## src/rtl/demux_3_select_pkg.sv

```systemverilog
// rtl/demux_3_select_pkg.sv - shared sizing constants and helpers for the 3-bit-select mux/demux family
package demux_3_select_pkg;

    localparam int NUM_CHANNELS  = 8;
    localparam int SELECT_WIDTH  = 3;
    localparam int PENDING_WIDTH = 4;

    function automatic logic [NUM_CHANNELS-1:0] sel_onehot(input logic [SELECT_WIDTH-1:0] sel);
        logic [NUM_CHANNELS-1:0] v;
        v = '0;
        v[sel] = 1'b1;
        return v;
    endfunction

    // PENDING_WIDTH holds 0..NUM_CHANNELS inclusive, so the sum cannot wrap.
    function automatic logic [PENDING_WIDTH-1:0] valid_popcount(input logic [NUM_CHANNELS-1:0] v);
        logic [PENDING_WIDTH-1:0] n;
        n = '0;
        for (int i = 0; i < NUM_CHANNELS; i++) begin
            n = n + {{(PENDING_WIDTH-1){1'b0}}, v[i]};
        end
        return n;
    endfunction

endpackage

```

## src/rtl/demux_3_select_if.sv

```systemverilog
// rtl/demux_3_select_if.sv - producer/consumer signal bundle for the 1-to-8 registered demux
import demux_3_select_pkg::*;

interface demux_3_select_if #(
    parameter int DATA_WIDTH = 32
) ();

    logic [DATA_WIDTH-1:0]                     data_in;
    logic [SELECT_WIDTH-1:0]                   select;
    logic                                      in_valid;
    logic                                      in_ready;
    logic                                      enable;
    logic [NUM_CHANNELS-1:0][DATA_WIDTH-1:0]   data;
    logic [NUM_CHANNELS-1:0]                   out_valid;
    logic [NUM_CHANNELS-1:0]                   out_ack;
    logic [PENDING_WIDTH-1:0]                  pending;

    modport master (
        output data_in, select, in_valid, enable, out_ack,
        input  in_ready, data, out_valid, pending
    );

    modport slave (
        input  data_in, select, in_valid, enable, out_ack,
        output in_ready, data, out_valid, pending
    );

endinterface

```

## src/rtl/demux_3_select_slot.sv

```systemverilog
// rtl/demux_3_select_slot.sv - one channel holding register with valid/ack, load beats drain
module demux_channel_slot #(
    parameter int DATA_WIDTH = 32
) (
    input  logic                  clk,
    input  logic                  rst,
    input  logic                  load,
    input  logic [DATA_WIDTH-1:0] load_data,
    input  logic                  ack,
    output logic [DATA_WIDTH-1:0] data,
    output logic                  valid
);

    logic [DATA_WIDTH-1:0] r_data;
    logic                  r_valid;

    // Load checked before ack so a same-cycle drain+refill keeps the slot full.
    always_ff @(posedge clk) begin
        if (rst) begin
            r_data  <= '0;
            r_valid <= 1'b0;
        end else if (load) begin
            r_data  <= load_data;
            r_valid <= 1'b1;
        end else if (ack) begin
            r_valid <= 1'b0;
        end
    end

    assign data  = r_data;
    assign valid = r_valid;

endmodule

```

## src/rtl/demux_3_select.sv

```systemverilog
// rtl/demux_3_select.sv - registered 1-to-8 demux: select decode, in_ready, pending count
module demux_3_select
    import demux_3_select_pkg::*;
#(
    parameter int DATA_WIDTH = 32
) (
    input  logic               clk,
    input  logic               rst,
    demux_3_select_if.slave    bus
);

    logic                                    w_in_ready;
    logic [NUM_CHANNELS-1:0]                 w_load;
    logic [NUM_CHANNELS-1:0]                 w_valid;
    logic [NUM_CHANNELS-1:0]                 w_valid_next;
    logic [NUM_CHANNELS-1:0][DATA_WIDTH-1:0] w_data;
    logic [PENDING_WIDTH-1:0]                r_pending;

    // A busy target still accepts when its consumer drains it this same cycle.
    always_comb begin
        w_in_ready = !bus.enable && !rst
                     && (!w_valid[bus.select] || bus.out_ack[bus.select]);
    end

    always_comb begin
        w_load = '0;
        if (bus.in_valid && w_in_ready) begin
            w_load = sel_onehot(bus.select);
        end
    end

    always_comb begin
        w_valid_next = (w_valid & ~bus.out_ack) | w_load;
    end

    genvar g;
    generate
        for (g = 0; g < NUM_CHANNELS; g++) begin : g_slot
            demux_channel_slot #(
                .DATA_WIDTH (DATA_WIDTH)
            ) u_slot (
                .clk       (clk),
                .rst       (rst),
                .load      (w_load[g]),
                .load_data (bus.data_in),
                .ack       (bus.out_ack[g]),
                .data      (w_data[g]),
                .valid     (w_valid[g])
            );
        end
    endgenerate

    always_ff @(posedge clk) begin
        if (rst) begin
            r_pending <= '0;
        end else begin
            r_pending <= valid_popcount(w_valid_next);
        end
    end

    assign bus.in_ready  = w_in_ready;
    assign bus.data      = w_data;
    assign bus.out_valid = w_valid;
    assign bus.pending   = r_pending;

endmodule

```

## src/flat_wrapper.sv

```systemverilog
// flat-port wrapper written by rule: the top's interface ports become plain ports
module demux_3_select_flat import demux_3_select_pkg::*;
#(
    parameter int DATA_WIDTH = 32
)
  (clk, rst, bus_data_in, bus_select, bus_in_valid, bus_enable, bus_out_ack, bus_in_ready, bus_data, bus_out_valid, bus_pending);
  demux_3_select_if #(.DATA_WIDTH(DATA_WIDTH)) bus_i ();
  input  logic clk;
  input  logic rst;
  input wire logic [$bits(bus_i.data_in)-1:0] bus_data_in;
  input wire logic [$bits(bus_i.select)-1:0] bus_select;
  input wire logic [$bits(bus_i.in_valid)-1:0] bus_in_valid;
  input wire logic [$bits(bus_i.enable)-1:0] bus_enable;
  input wire logic [$bits(bus_i.out_ack)-1:0] bus_out_ack;
  output wire logic [$bits(bus_i.in_ready)-1:0] bus_in_ready;
  output wire logic [$bits(bus_i.data)-1:0] bus_data;
  output wire logic [$bits(bus_i.out_valid)-1:0] bus_out_valid;
  output wire logic [$bits(bus_i.pending)-1:0] bus_pending;
  assign bus_i.data_in = bus_data_in;
  assign bus_i.select = bus_select;
  assign bus_i.in_valid = bus_in_valid;
  assign bus_i.enable = bus_enable;
  assign bus_i.out_ack = bus_out_ack;
  assign bus_in_ready = bus_i.in_ready;
  assign bus_data = bus_i.data;
  assign bus_out_valid = bus_i.out_valid;
  assign bus_pending = bus_i.pending;
  demux_3_select #(.DATA_WIDTH(DATA_WIDTH)) u_core (.clk(clk), .rst(rst), .bus(bus_i));
endmodule
```

## config.mk

```make
export PLATFORM = sky130hd
export DESIGN_NAME = demux_3_select_flat
export DESIGN_NICKNAME = d
export VERILOG_FILES = /design/src/rtl/demux_3_select_pkg.sv /design/src/rtl/demux_3_select_if.sv /design/src/rtl/demux_3_select_slot.sv /design/src/rtl/demux_3_select.sv /design/src/flat_wrapper.sv
export SDC_FILE = /design/constraint.sdc
export NUM_CORES = 1
export LEC_CHECK = 0
export CAP_MARGIN = 5
export CORE_ASPECT_RATIO = 0.7
export CORE_MARGIN = 4
export CORE_UTILIZATION = 49
export CTS_BUF_LIST = sky130_fd_sc_hd__clkbuf_8
export CTS_CLUSTER_SIZE = 10
export DETAILED_ROUTE_END_ITERATION = 8
export GPL_TIMING_DRIVEN = 0
export PLACE_DENSITY = 0.9
export SETUP_SLACK_MARGIN = 0.4
export SLEW_MARGIN = 0
export SYNTH_ARGS = -nofsm -noshare
export SYNTH_HDL_FRONTEND = slang
export SYNTH_SLANG_ARGS = --single-unit
```

## constraint.sdc

```tcl
create_clock -name clk -period 9.8 [get_ports clk]
set_input_delay 0.98 -clock clk [delete_from_list [all_inputs] [get_ports clk]]
set_output_delay 0.98 -clock clk [all_outputs]
set_load 0.005 [all_outputs]
```

Yosys cells after proc, flatten, opt, wreduce, memory -nomap -nowiden
Cells that the tools add are included.

Order comparisons: 2. Muxes and demuxes: 23. Bitwise operators: 3. $add $sub $neg: 7. Reduce and logical (&&, ||, !) cells: 16.

Operator list (count): adder 4 x 1 -> 4 bit (6); 2-to-1 mux 1 bit (19); nonzero test 2 bit (8); bitwise AND 8 bit (1); 2-to-1 mux 8 bit (1); inverter 8 bit (1); OR 8 bit (1); binary-select mux 1 bit (select 3 bit) (2); logical AND 1 bit (4); less-than comparator 3 x 4 -> 1 bit, second input constant (1); demux 1 bit (select 3 bit) (1); >= comparator 3 x 1 -> 1 bit, second input constant (1); zero test 1 bit (3); adder 1 x 1 -> 2 bit (1); logical OR 1 bit (1).

Output and inout bits: 269. Register bits after elaboration: 268.

Longest topological paths before layout
Gate-level depths: netlist of run 1.

Depth after elaboration: 15. Gate-level depth with buffers: 16. Gate-level depth less buffers: 14.

By module
From an unflattened synthesis of run 1, not the netlist that was laid out.

Cells, all modules: 941. Area, all modules: 10302.4 um^2.

By module, submodules not included: demux_channel_slot (cells an instance 108, sequential area each 660.6 um^2, area an instance 1204.9 um^2, instances 8); demux_3_select (cells an instance 77, sequential area each 80.1 um^2, area an instance 663.1 um^2, instances 1).

Worst setup path after synthesis of run 1
Ideal clock, no wire load.

Path kind: input-to-reg. Start: in bus_select[0]. End: reg u_core.r_pending[1], in the netlist u_core.bus.pending[1]. Buffers on the path: 2. Required time: 9.678 ns. Cell stages on the path: 15. Slack: 4.721 ns. Arrival: 4.957 ns. Cells stage by stage: buf_2 mux4_2 mux2i_1 o21ai_2 nor4b_1 buf_2 or2_2 ha_1 fa_1 fa_1 inv_1 fa_1 inv_1 fa_1 nor2b_1.

Cells in the longest elaborated chain, start to end: 15. Elaborated cells between the ends (all ways): 22.

RTL lines: start: declaration (line flat_wrapper.sv:11) `input wire logic [$bits(bus_i.select)-1:0] bus_select;`; parallel branches: the longest is 6 deep, another holds less-than comparator 3 x 4 -> 1 bit; 2-to-1 mux 8 bit (*) (line demux_3_select.sv:27) `if (bus.in_valid && w_in_ready) begin`; OR 8 bit (*) (line demux_3_select.sv:33) `w_valid_next = (w_valid & ~bus.out_ack) | w_load;`; adder 1 x 1 -> 2 bit (line demux_3_select_pkg.sv:20) `n = n + {{(PENDING_WIDTH-1){1'b0}}, v[i]};`; adder 4 x 1 -> 4 bit (5 in a row) (line demux_3_select_pkg.sv:20); adder 4 x 1 -> 4 bit (*) (line demux_3_select_pkg.sv:20); end signal: assignment (line demux_3_select.sv:57) `r_pending <= valid_popcount(w_valid_next);`; end: declaration (line demux_3_select.sv:17) `logic [PENDING_WIDTH-1:0] r_pending;`.

Mark *: on every way between the ends. The select of a mux whose other input is x is not followed. A chain may end at the register's enable or synchronous reset.

Worst setup path after layout of run 1
Start: in bus_select[2]. End: reg u_core.r_pending[1], in the netlist u_core.bus.pending[1].

The elaborated chain is that of the path after synthesis.

==> results.sh, run 1 <==
export IMPL_reg2reg_from="u_core.g_slot[2].u_slot.valid$_SDFFE_PP0P_"
export IMPL_fin_nets=1394
export IMPL_cts_buffers=41
export IMPL_initial_core_utilization=0.499
export IMPL_initial_antenna_violation_count=0
export IMPL_final_hold_viol_count=0
export IMPL_total_cell_area_at_the_placement_stage_um2=14300
export IMPL_finalSetupViolations=0
export IMPL_rows=45
export IMPL_core_um2=21700
export IMPL_drt_pre_antenna_iters=4
export IMPL_grt_overflow_total=0
export IMPL_initial_drt_markers=399
export IMPL_ratio_of_cells_with_drive_above_1_in_the_final_layout=0.0791
export IMPL_place_hpwl_um=24400
export IMPL_synth_enable_flop_cells=0
export IMPL_port_buffers=312
export IMPL_yosys_cell_count_top_type="sky130_fd_sc_hd__nand2b_1"
export IMPL_power_static_leakage_nw=6.41
export IMPL_end_kind="flip-flop"
export IMPL_ir_drop_v=0.000117
export IMPL_post_cts_repair_setup_buffers=0
export IMPL_vias_in_the_first_global_route=8890
export IMPL_die_y_um=132
export IMPL_critPathKind="input pin to flip-flop"
export IMPL_relative_slew_slack=0.529
export IMPL_cp_startpoint_kind="input pin"
export IMPL_finalWeightedCongestion=0.854
export IMPL_rrSetupSlack_ps=5500
export IMPL_area_delta_synth_final_pct=39.6
export IMPL_setup_repair_after_global_routing_missed_its_margin="false"
export IMPL_grt_start_max_net_pins=11
export IMPL_ys_seq_elements=268
export IMPL_diodes=0
export IMPL_post_route_cell_area_um2=15100
export IMPL_worst_ep_arrival_time_ps=5660
export IMPL_max_slew_worst_pin_slew_ps=707
export IMPL_fillerInstances=1615
export IMPL_post_synth_instance_area_um2=10800
export IMPL_number_of_top_level_pins=316
export IMPL_holdPathStages=2
export IMPL_yosysTopAreaCellShare=0.496
export IMPL_synth_yosys_warnings=0
export IMPL_tritoncts="yes"
export IMPL_mappedNetlistNets=1039
export IMPL_regToRegEndpoint="u_core.bus.pending[1]$_SDFF_PP0_"
export IMPL_avgViaCountPerCell=5.06
export IMPL_timing_reg2reg_worst_path_depth=14
export IMPL_number_of_hold_buffers_added_after_cts=0
export IMPL_drc_errors=0
export IMPL_clock_tree_root_cell="sky130_fd_sc_hd__clkbuf_8"
export IMPL_synthesis_area_per_instance_um2=11.0
export IMPL_syn_instance_count=985
export IMPL_worst_hold_path_type="flip-flop to flip-flop"
export IMPL_chipWidth_um=186
export IMPL_insertion_delay_ps=530
export IMPL_final_period_minus_worst_setup_slack_ps=5260
export IMPL_max_freq_mhz=190
export IMPL_fin_worst_skew_ps=13.3
export IMPL_drt_total_wl_um=33300
export IMPL_final_antenna_net_count=0
export IMPL_share_of_the_clock_period_used_by_the_worst_path=0.537
export IMPL_synth_top_area_cell="sky130_fd_sc_hd__dfxtp_1"
export IMPL_beginning_of_the_worst_hold_path="u_core.g_slot[1].u_slot.data[0]$_SDFFE_PP0P_"
export IMPL_status="finished, final reports clean"
export IMPL_seq_total_area_yosys=0.496
export IMPL_cts_clk_slew_worst_paths_ps=70
export IMPL_yosys_top_cells_count="sky130_fd_sc_hd__nand2b_1, sky130_fd_sc_hd__dfxtp_1, sky130_fd_sc_hd__mux2i_1"
export IMPL_hold_path_endpoint="u_core.g_slot[1].u_slot.data[0]$_SDFFE_PP0P_"
export IMPL_grt_use_total=0.264
export IMPL_clock_sink_count=268
export IMPL_buffer_levels_on_the_longest_clock_path=3
export IMPL_ys_dominant_reg_cell="sky130_fd_sc_hd__dfxtp_1"
export IMPL_wl_per_cell_um=20.2
export IMPL_grt_first_pass_wirelength_um=50500
export IMPL_synth_cell_types=29
export IMPL_floorplan_die_area_um2=24600
export IMPL_cp_data_required_time_ps=10210
export IMPL_total_count_of_max_transition_violations_in_the_final_report=0
export IMPL_cellPowerDensity_nw_per_um2=143
export IMPL_postSynth_asyncResetShare=0
export IMPL_cts_resized=0
export IMPL_path_max_fanout=10
export IMPL_final_hold_worst_slack_ps=473
export IMPL_ctsHtreeMaxLevel=2
export IMPL_drv_cap=0
export IMPL_synth_area_leaders="sky130_fd_sc_hd__dfxtp_1, sky130_fd_sc_hd__mux2i_1, sky130_fd_sc_hd__nand2b_1"
export IMPL_route_vias_total=8331
export IMPL_setup_tns_ps=0
state kept, by name, summed over array words and instances, names as in the netlist:
register	flops
u_core.bus.pending	4
u_core.g_slot.u_slot.data	256
u_core.g_slot.u_slot.valid	8
report_power, final:
group	switching (mW)	internal, mW
clock	0.429	0.494
combinational	0.0659	0.0675
sequential	0.00493	1.10
total	0.500	1.66
layout by cell type (no fill, tap or decap), types with 3 or more instances in the layout:
master and n:
sky130_fd_sc_hd__buf_6 10, sky130_fd_sc_hd__clkbuf_8 51, sky130_fd_sc_hd__nor2b_1 4, sky130_fd_sc_hd__buf_2 11, sky130_fd_sc_hd__clkdlybuf4s50_1 312, sky130_fd_sc_hd__buf_1 32, sky130_fd_sc_hd__clkbuf_1 33, sky130_fd_sc_hd__a21oi_1 6
sky130_fd_sc_hd__nand2_1 5, sky130_fd_sc_hd__fa_1 4, sky130_fd_sc_hd__nand2_2 3, sky130_fd_sc_hd__nand2b_1 294, sky130_fd_sc_hd__buf_4 19, sky130_fd_sc_hd__clkinv_2 4, sky130_fd_sc_hd__ha_1 3, sky130_fd_sc_hd__mux2i_1 261
sky130_fd_sc_hd__o21ba_2 3, sky130_fd_sc_hd__dfxtp_1 268, sky130_fd_sc_hd__inv_1 15, sky130_fd_sc_hd__nor2_1 7
critical path, stage by stage:
cell and delay [ps]:
sky130_fd_sc_hd__clkdlybuf4s50_1 520, sky130_fd_sc_hd__buf_2 250, sky130_fd_sc_hd__mux4_2 320, sky130_fd_sc_hd__mux2i_1 180, sky130_fd_sc_hd__o21ai_2 170, sky130_fd_sc_hd__and3_1 200
sky130_fd_sc_hd__buf_2 200, sky130_fd_sc_hd__or2_2 330, sky130_fd_sc_hd__ha_1 300, sky130_fd_sc_hd__fa_1 520, sky130_fd_sc_hd__fa_1 540, sky130_fd_sc_hd__inv_1 50
sky130_fd_sc_hd__fa_1 400, sky130_fd_sc_hd__inv_1 90, sky130_fd_sc_hd__fa_1 460, sky130_fd_sc_hd__nor2b_1 150
area by class of cell:
cell class	count	area, um^2	share of cell area
Buffer	105	554	0.0367
Tap cell	282	353	0.0234
Clock buffer	51	702	0.0465
Timing Repair Buffer	312	3120	0.207
Inverter	3	11.3	0.000746
Sequential cell	268	5370	0.355
Clock inverter	18	104	0.00688
Multi-Input combinational cell	609	4890	0.324
worst max path at each step:
stage             startpoint                               end  slack (ps)  depth (start not counted)
6_report       bus_select[2]  u_core.bus.pending[1]$_SDFF_PP0_        4540                         16
2_1_floorplan  bus_select[0]  u_core.bus.pending[1]$_SDFF_PP0_        4720                         15
5_1_grt        bus_select[2]  u_core.bus.pending[1]$_SDFF_PP0_        4320                         16
4_1_cts        bus_select[2]  u_core.bus.pending[1]$_SDFF_PP0_        4580                         16
3_5_place_dp   bus_select[2]  u_core.bus.pending[1]$_SDFF_PP0_        4010                         16
3_3_place_gp   bus_select[2]  u_core.bus.pending[1]$_SDFF_PP0_        4050                         16
routing by layer:
| metal | global-route usage | part of all wire |
|---|---|---|
| met5 | 0 | 0 |
| met3 | 0.0943 | 0.092 |
| met1 | 0.340 | 0.43 |
| met2 | 0.419 | 0.45 |
| met4 | 0.0765 | 0.023 |
stage by stage:
stage	utilization	total power, mW	setup WS, ps	std cells
after floorplan	-	1.19	4720	985
after global placement	0.660	1.26	4050	1579
after detailed placement	0.660	1.26	4010	1579
after CTS	0.697	2.18	4580	1648
after global routing	0.697	2.24	4320	1648
final	0.697	2.16	4540	1648
cell families (layout without fill, tap and decap cells):
group | Yosys count | count (layout) | synth area share
XOR/XNOR | 1 | 1 | 0.000809
adder cells (fa/ha/maj) | 7 | 7 | 0.0109
multiplexers | 263 | 263 | 0.246
buffers and inverters | 108 | 489 | 0.0523
AO/OA/AOI/OAI | 12 | 12 | 0.00798
AND/OR/NAND/NOR | 326 | 326 | 0.187
flip-flops | 268 | 268 | 0.496
Note: power is estimated with default switching activity, not from simulation.
==> inputs of run 2 (changes only) <==
Clock period 9.8 ns to 5.5 ns, I/O delays scaled along.
==> results of run 2 <==
Same layout as run 1 (identical final DEF). Status: finished, final reports clean.
Among the figures that moved: setup slack after placement 4010 ps -> 142 ps; setup slack after layout 4540 ps -> 672 ps; register-to-register setup slack 5500 ps -> 1200 ps; total power 2.16 mW -> 3.85 mW; worst IR drop on VDD 0.000117 V -> 0.000208 V
==> edit 1, RTL diff (settings of run 1) <==
Make the reset (`rst`) asynchronous in 2 clocked blocks.
--- a/src/rtl/demux_3_select_slot.sv
+++ b/src/rtl/demux_3_select_slot.sv
@@ -17,3 +17,3 @@
     // Load checked before ack so a same-cycle drain+refill keeps the slot full.
-    always_ff @(posedge clk) begin
+    always_ff @(posedge clk or posedge rst) begin
         if (rst) begin
--- a/src/rtl/demux_3_select.sv
+++ b/src/rtl/demux_3_select.sv
@@ -52,3 +52,3 @@
 
-    always_ff @(posedge clk) begin
+    always_ff @(posedge clk or posedge rst) begin
         if (rst) begin
Check against the original RTL: differs if rst is asserted again (counterexample within 4 cycles, from zero or initial values and one cycle with rst high); with rst held inactive, the same outputs for 4 cycles.
==> edit 1 against run 1 <==
- design area is 4.1% lower
- largest cell class unchanged
- wire length is 4.9% higher
- synthesized cell count is 26% lower
- sequential share of layout area is 11 points higher
- sequential cell count stayed put
- utilization is 2.5 points higher
- critical path depth is 1 lower
- area after synthesis is 6.5% lower
- critical path type unchanged
- setup slack worse by 0.19 ns
Power is not compared: it rests on default switching activity, and its combinational part moved more than twofold at a synthesized area within 25%.
==> edit 1: results (changes against run 1) <==
* Asr flop ratio synth at 100% (+100 points)
* First-pass GRT wire length at 53.0 mm (+4.9%)
* Vias in the first global route at 8648 (-2.7%)
* Worst-Margin Slew at 0.630 ns (-0.0765 ns)
* Critical path depth at 15 (-1)
* Detailed-route via count at 8302 (-0.35%)
* Hold path depth at 1 (-1)
* Layout cells sized above 1 at 10.8% (+2.9 points)
* # fillers at 1326 (-18%)
* Netlist cell types at 26 (-10%)
* Slowest cell on the critical path: clkdlybuf4s50_1
* Drt total wl at 34.9 mm (+4.9%)
* Synth top area cells: dfrtp_1 66%, o2bb2ai_1 22%, nand2_1 2.6%, buf_2 1.7%, buf_4 0.96%
* GRT Overall Usage at 29.7% (+3.3 points)
* Largest net degree at the start of global routing at 105 (+94)
* CTS root buffer: clkbuf_8
* Initial DRT Pass Iterations at 5 (+1)
* Setup Skew at 0.0190 ns (+0.00565 ns)
* Pwr Total at 3.14 mW
* Status: finished clean
* Commonest cells in the netlist: 268 x dfrtp_1, 256 x o2bb2ai_1, 70 x nand2_1
* Mux cell area share after synthesis at 0.742% (-24 points)
* Worst EP arrival at 5.86 ns (+0.20 ns)
* Post-Synth Adder-Cell Area at 1.16% (+0.076 points)
* DPL Wire Length at 24.9 mm (+2.3%)
* Dpl ws at 3.88 ns (-0.130 ns)
* Complex-gate fraction of the synthesized area at 23.4% (+23 points)
* Syn nets at 786 (-24%)
* 1st-iter DRT viols at 729 (+83%)
* CTS Buf Count at 40 (-2.4%)
[edit 1: changes by cell type after synthesis, sizes merged, moves of 63 or more]
| cell | before | now |
|---|---|---|
| nand2b | 294 | 0 |
| mux2i | 261 | 3 |
| nand2 | 8 | 71 |
| dfxtp | 268 | 0 |
| dfrtp | 0 | 268 |
| o2bb2ai | 0 | 256 |
[edit 1: through the flow]
stage | instances | instance area, sq um | hold slack, ns | util (%)
2_1_floorplan | 732 | 10100 | 0.479 | -
3_3_place_gp | 1316 | 13600 | 0.470 | 67.8
3_5_place_dp | 1318 | 13700 | 0.473 | 68.1
4_1_cts | 1389 | 14500 | 0.492 | 72.2
5_1_grt | 1389 | 14500 | 0.498 | 72.2
6_report | 1389 | 14500 | 0.489 | 72.2
[edit 1: worst paths after layout]
check	start	to	slack, ns
max	bus_select[2]	u_core.bus.pending[2]	4.35
min in group asynchronous	rst	u_core.g_slot[5].u_slot.data[31]	1.05
min reg2reg	u_core.g_slot[6].u_slot.data[21]	u_core.g_slot[6].u_slot.data[21]	0.49
min	u_core.g_slot[6].u_slot.data[21]	u_core.g_slot[6].u_slot.data[21]	0.49
max reg2reg	u_core.g_slot[4].u_slot.valid	u_core.bus.pending[2]	5.35
max in group asynchronous	rst	u_core.g_slot[1].u_slot.data[9]	7.44
[edit 1: metal layers]
layer / GRT usage (%) / wire length [um] / vias to the layer above
li1: - / - / 3480
met1: 41.2 / 14400 / 4253
met2: 45.9 / 16000 / 509
met3: 9.78 / 3760 / 60
met4: 7.61 / 804 / 0
met5: 0 / 0 / -
[edit 1: final cells by class]
class | count | area share (%)
clock inverters | 19 | 0.734
clock buffers | 52 | 4.94
multi-input cells | 380 | 20.7
repair buffers | 316 | 22.1
inverters | 16 | 0.467
flip-flops and latches | 268 | 46.3
plain buffers | 68 | 2.40
well taps | 270 | 2.33
==> edit 2, RTL diff (settings of run 1) <==
Made on the original files. `DATA_WIDTH` is set to 32 in 4 places; all go to 28.
--- a/src/rtl/demux_3_select_if.sv
+++ b/src/rtl/demux_3_select_if.sv
@@ -4,3 +4,3 @@
 interface demux_3_select_if #(
-    parameter int DATA_WIDTH = 32
+    parameter int DATA_WIDTH = 28
 ) ();
--- a/src/rtl/demux_3_select_slot.sv
+++ b/src/rtl/demux_3_select_slot.sv
@@ -2,3 +2,3 @@
 module demux_channel_slot #(
-    parameter int DATA_WIDTH = 32
+    parameter int DATA_WIDTH = 28
 ) (
--- a/src/rtl/demux_3_select.sv
+++ b/src/rtl/demux_3_select.sv
@@ -4,3 +4,3 @@
 #(
-    parameter int DATA_WIDTH = 32
+    parameter int DATA_WIDTH = 28
 ) (
--- a/src/flat_wrapper.sv
+++ b/src/flat_wrapper.sv
@@ -3,3 +3,3 @@
 #(
-    parameter int DATA_WIDTH = 32
+    parameter int DATA_WIDTH = 28
 )
Interface: changed (resized bus_data and bus_data_in); port bits go from 316 to 280. No check against the original RTL was run, so the function may have changed too.
==> edit 2 against run 1 <==
- total power fell by 7.9%
- maximum frequency rose by 0.79%
- global-route usage fell by 0.20 points
- wire length fell by 11%
- sequential cell count fell by 32
- design area fell by 10%
- area after synthesis fell by 11%
- cell count fell by 10%
- critical endpoint unchanged
- combinational power fell by 8%
- critical path depth did not move
- setup slack improved by 0.041 ns
==> edit 2: results (changes against run 1) <==
* Layout cells sized above 1 at 8.00% (+0.090 points)
* Hold path depth at 2 (unchanged)
* M2 GR Usage at 43.7% (+1.8 points)
* DR top layer: met4
* Status: finished clean
* Netlist cell types at 30 (+3.4%)
* Commonest cells in the netlist: 260 x nand2b_1, 236 x dfxtp_1, 228 x mux2i_1
* CTS Buffer Depth at 3 (unchanged)
* Min-delay worst type: register to register
* Sequential-to-total area share from yosys stat at 49.1% (-0.50 points)
* Drt total wl at 29.6 mm (-11%)
* Post-cts resize count at 0 (unchanged)
* Max FFs per register at 224 (-13%)
* GRT Overall Usage at 26.2% (-0.20 points)
* DPL Wire Length at 21.4 mm (-12%)
* Detailed-route via count at 7419 (-11%)
* Avg Inst Size Synth at 11.0 sq um (+0.37%)
* Dpl ws at 4.08 ns (+0.0687 ns)
* Placed Cells at 1415 (-10%)
* CTS Buf Count at 37 (-9.8%)
* Leakage power at 6.15 nW (-4.0%)
* Worst-Margin Slew at 0.607 ns (-0.0997 ns)
* GR Util met1 at 31.8% (-2.2 points)
* WL met1 at 12.5 mm (-13%)
* Syn nets at 923 (-11%)
* Slowest cell on the critical path: fa_1
* Initial antenna violation count at 0 (unchanged)
* CP delay by family, top: adder cells
* R2r setup slk at 5.51 ns (about the same)
* Met3 WL at 2.80 mm (-8.5%)
* Tcrit/Tclk final at 53.2% (-0.42 points)
* Count of nets after finishing at 1240 (-11%)
* Vias in the first global route at 8123 (-8.6%)
* CTS root buffer: clkbuf_8
* TNS Setup at 0 ns (unchanged)
* Global placement routability congestion at 0.881 (+3.1%)
* Worst EP arrival at 5.60 ns (-0.06 ns)
* WHS at 0.470 ns (-0.00317 ns)
* Routed wl met2 at 13.7 mm (-9.1%)
* Clk_lat worst skew at 0.51 ns (-0.02 ns)
* H-Tree Depth at 2 (unchanged)
* Met3 Resource Use GR at 10.5% (+1.0 points)
* Setup Skew at 0.0263 ns (+0.0129 ns)
* Maximum VDD drop at 103 uV (-12%)
* CTS clk-pin slew, worst paths at 0.07 ns (about the same)
* Hold worst-path end: u_core.g_slot[0].u_slot.data[15]
* CP Capture Type: register
* Placed Area at 12700 sq um (-11%)
* 1st-iter DRT viols at 355 (-11%)
* PortBufs at 278 (-11%)
* WL/cell at 20.1 um (-0.60%)
* Largest net degree at the start of global routing at 11 (unchanged)
* Min-delay src: u_core.g_slot[0].u_slot.data[15]
* Crit-path max FO at 10 (unchanged)
* First-pass GRT wire length at 45.5 mm (-9.9%)
* Synth top area cells: dfxtp_1 49%, mux2i_1 24%, nand2b_1 17%, buf_4 2.2%, buf_1 1.1%
* Reg2Reg Launch Point: u_core.g_slot[3].u_slot.valid
* Post-route DRC at 0 (unchanged)
-- edit 2: report_power, final --
part,switching (mW),internal [mW],total [mW]
logic,0.0606,0.0626,0.123
clock network,0.378,0.517,0.895
registers,0.00444,0.967,0.971
-- edit 2: kinds of logic after synthesis --
| logic type | share of synthesized area (%) |
|---|---|
| adders and majority gates | 1.22 |
| xor gates and xnor gates | 0.0910 |
| DFF | 49.1 |
| and+or+nand+nor | 18.9 |
| AOI/OAI and AO/OA | 0.871 |
| buffers and inverters | 5.43 |
| muxes | 24.4 |
-- edit 2: final cells by class --
class                      instances  area, sq um
clock inverter                    14          139
sequential                       236         4720
timing repair buffer             278         2780
fill                            1409         5540
buffer                            94          512
clock buffer                      48          661
tap                              264          330
multi-input combinational        540         4380
inverter                           3         11.3
-- edit 2: tightest hold or removal path, cell delays in order, from the launching register on --
cell      delay (ns)
dfxtp_1         0.31
nand2b_1        0.06
mux2i_1         0.05
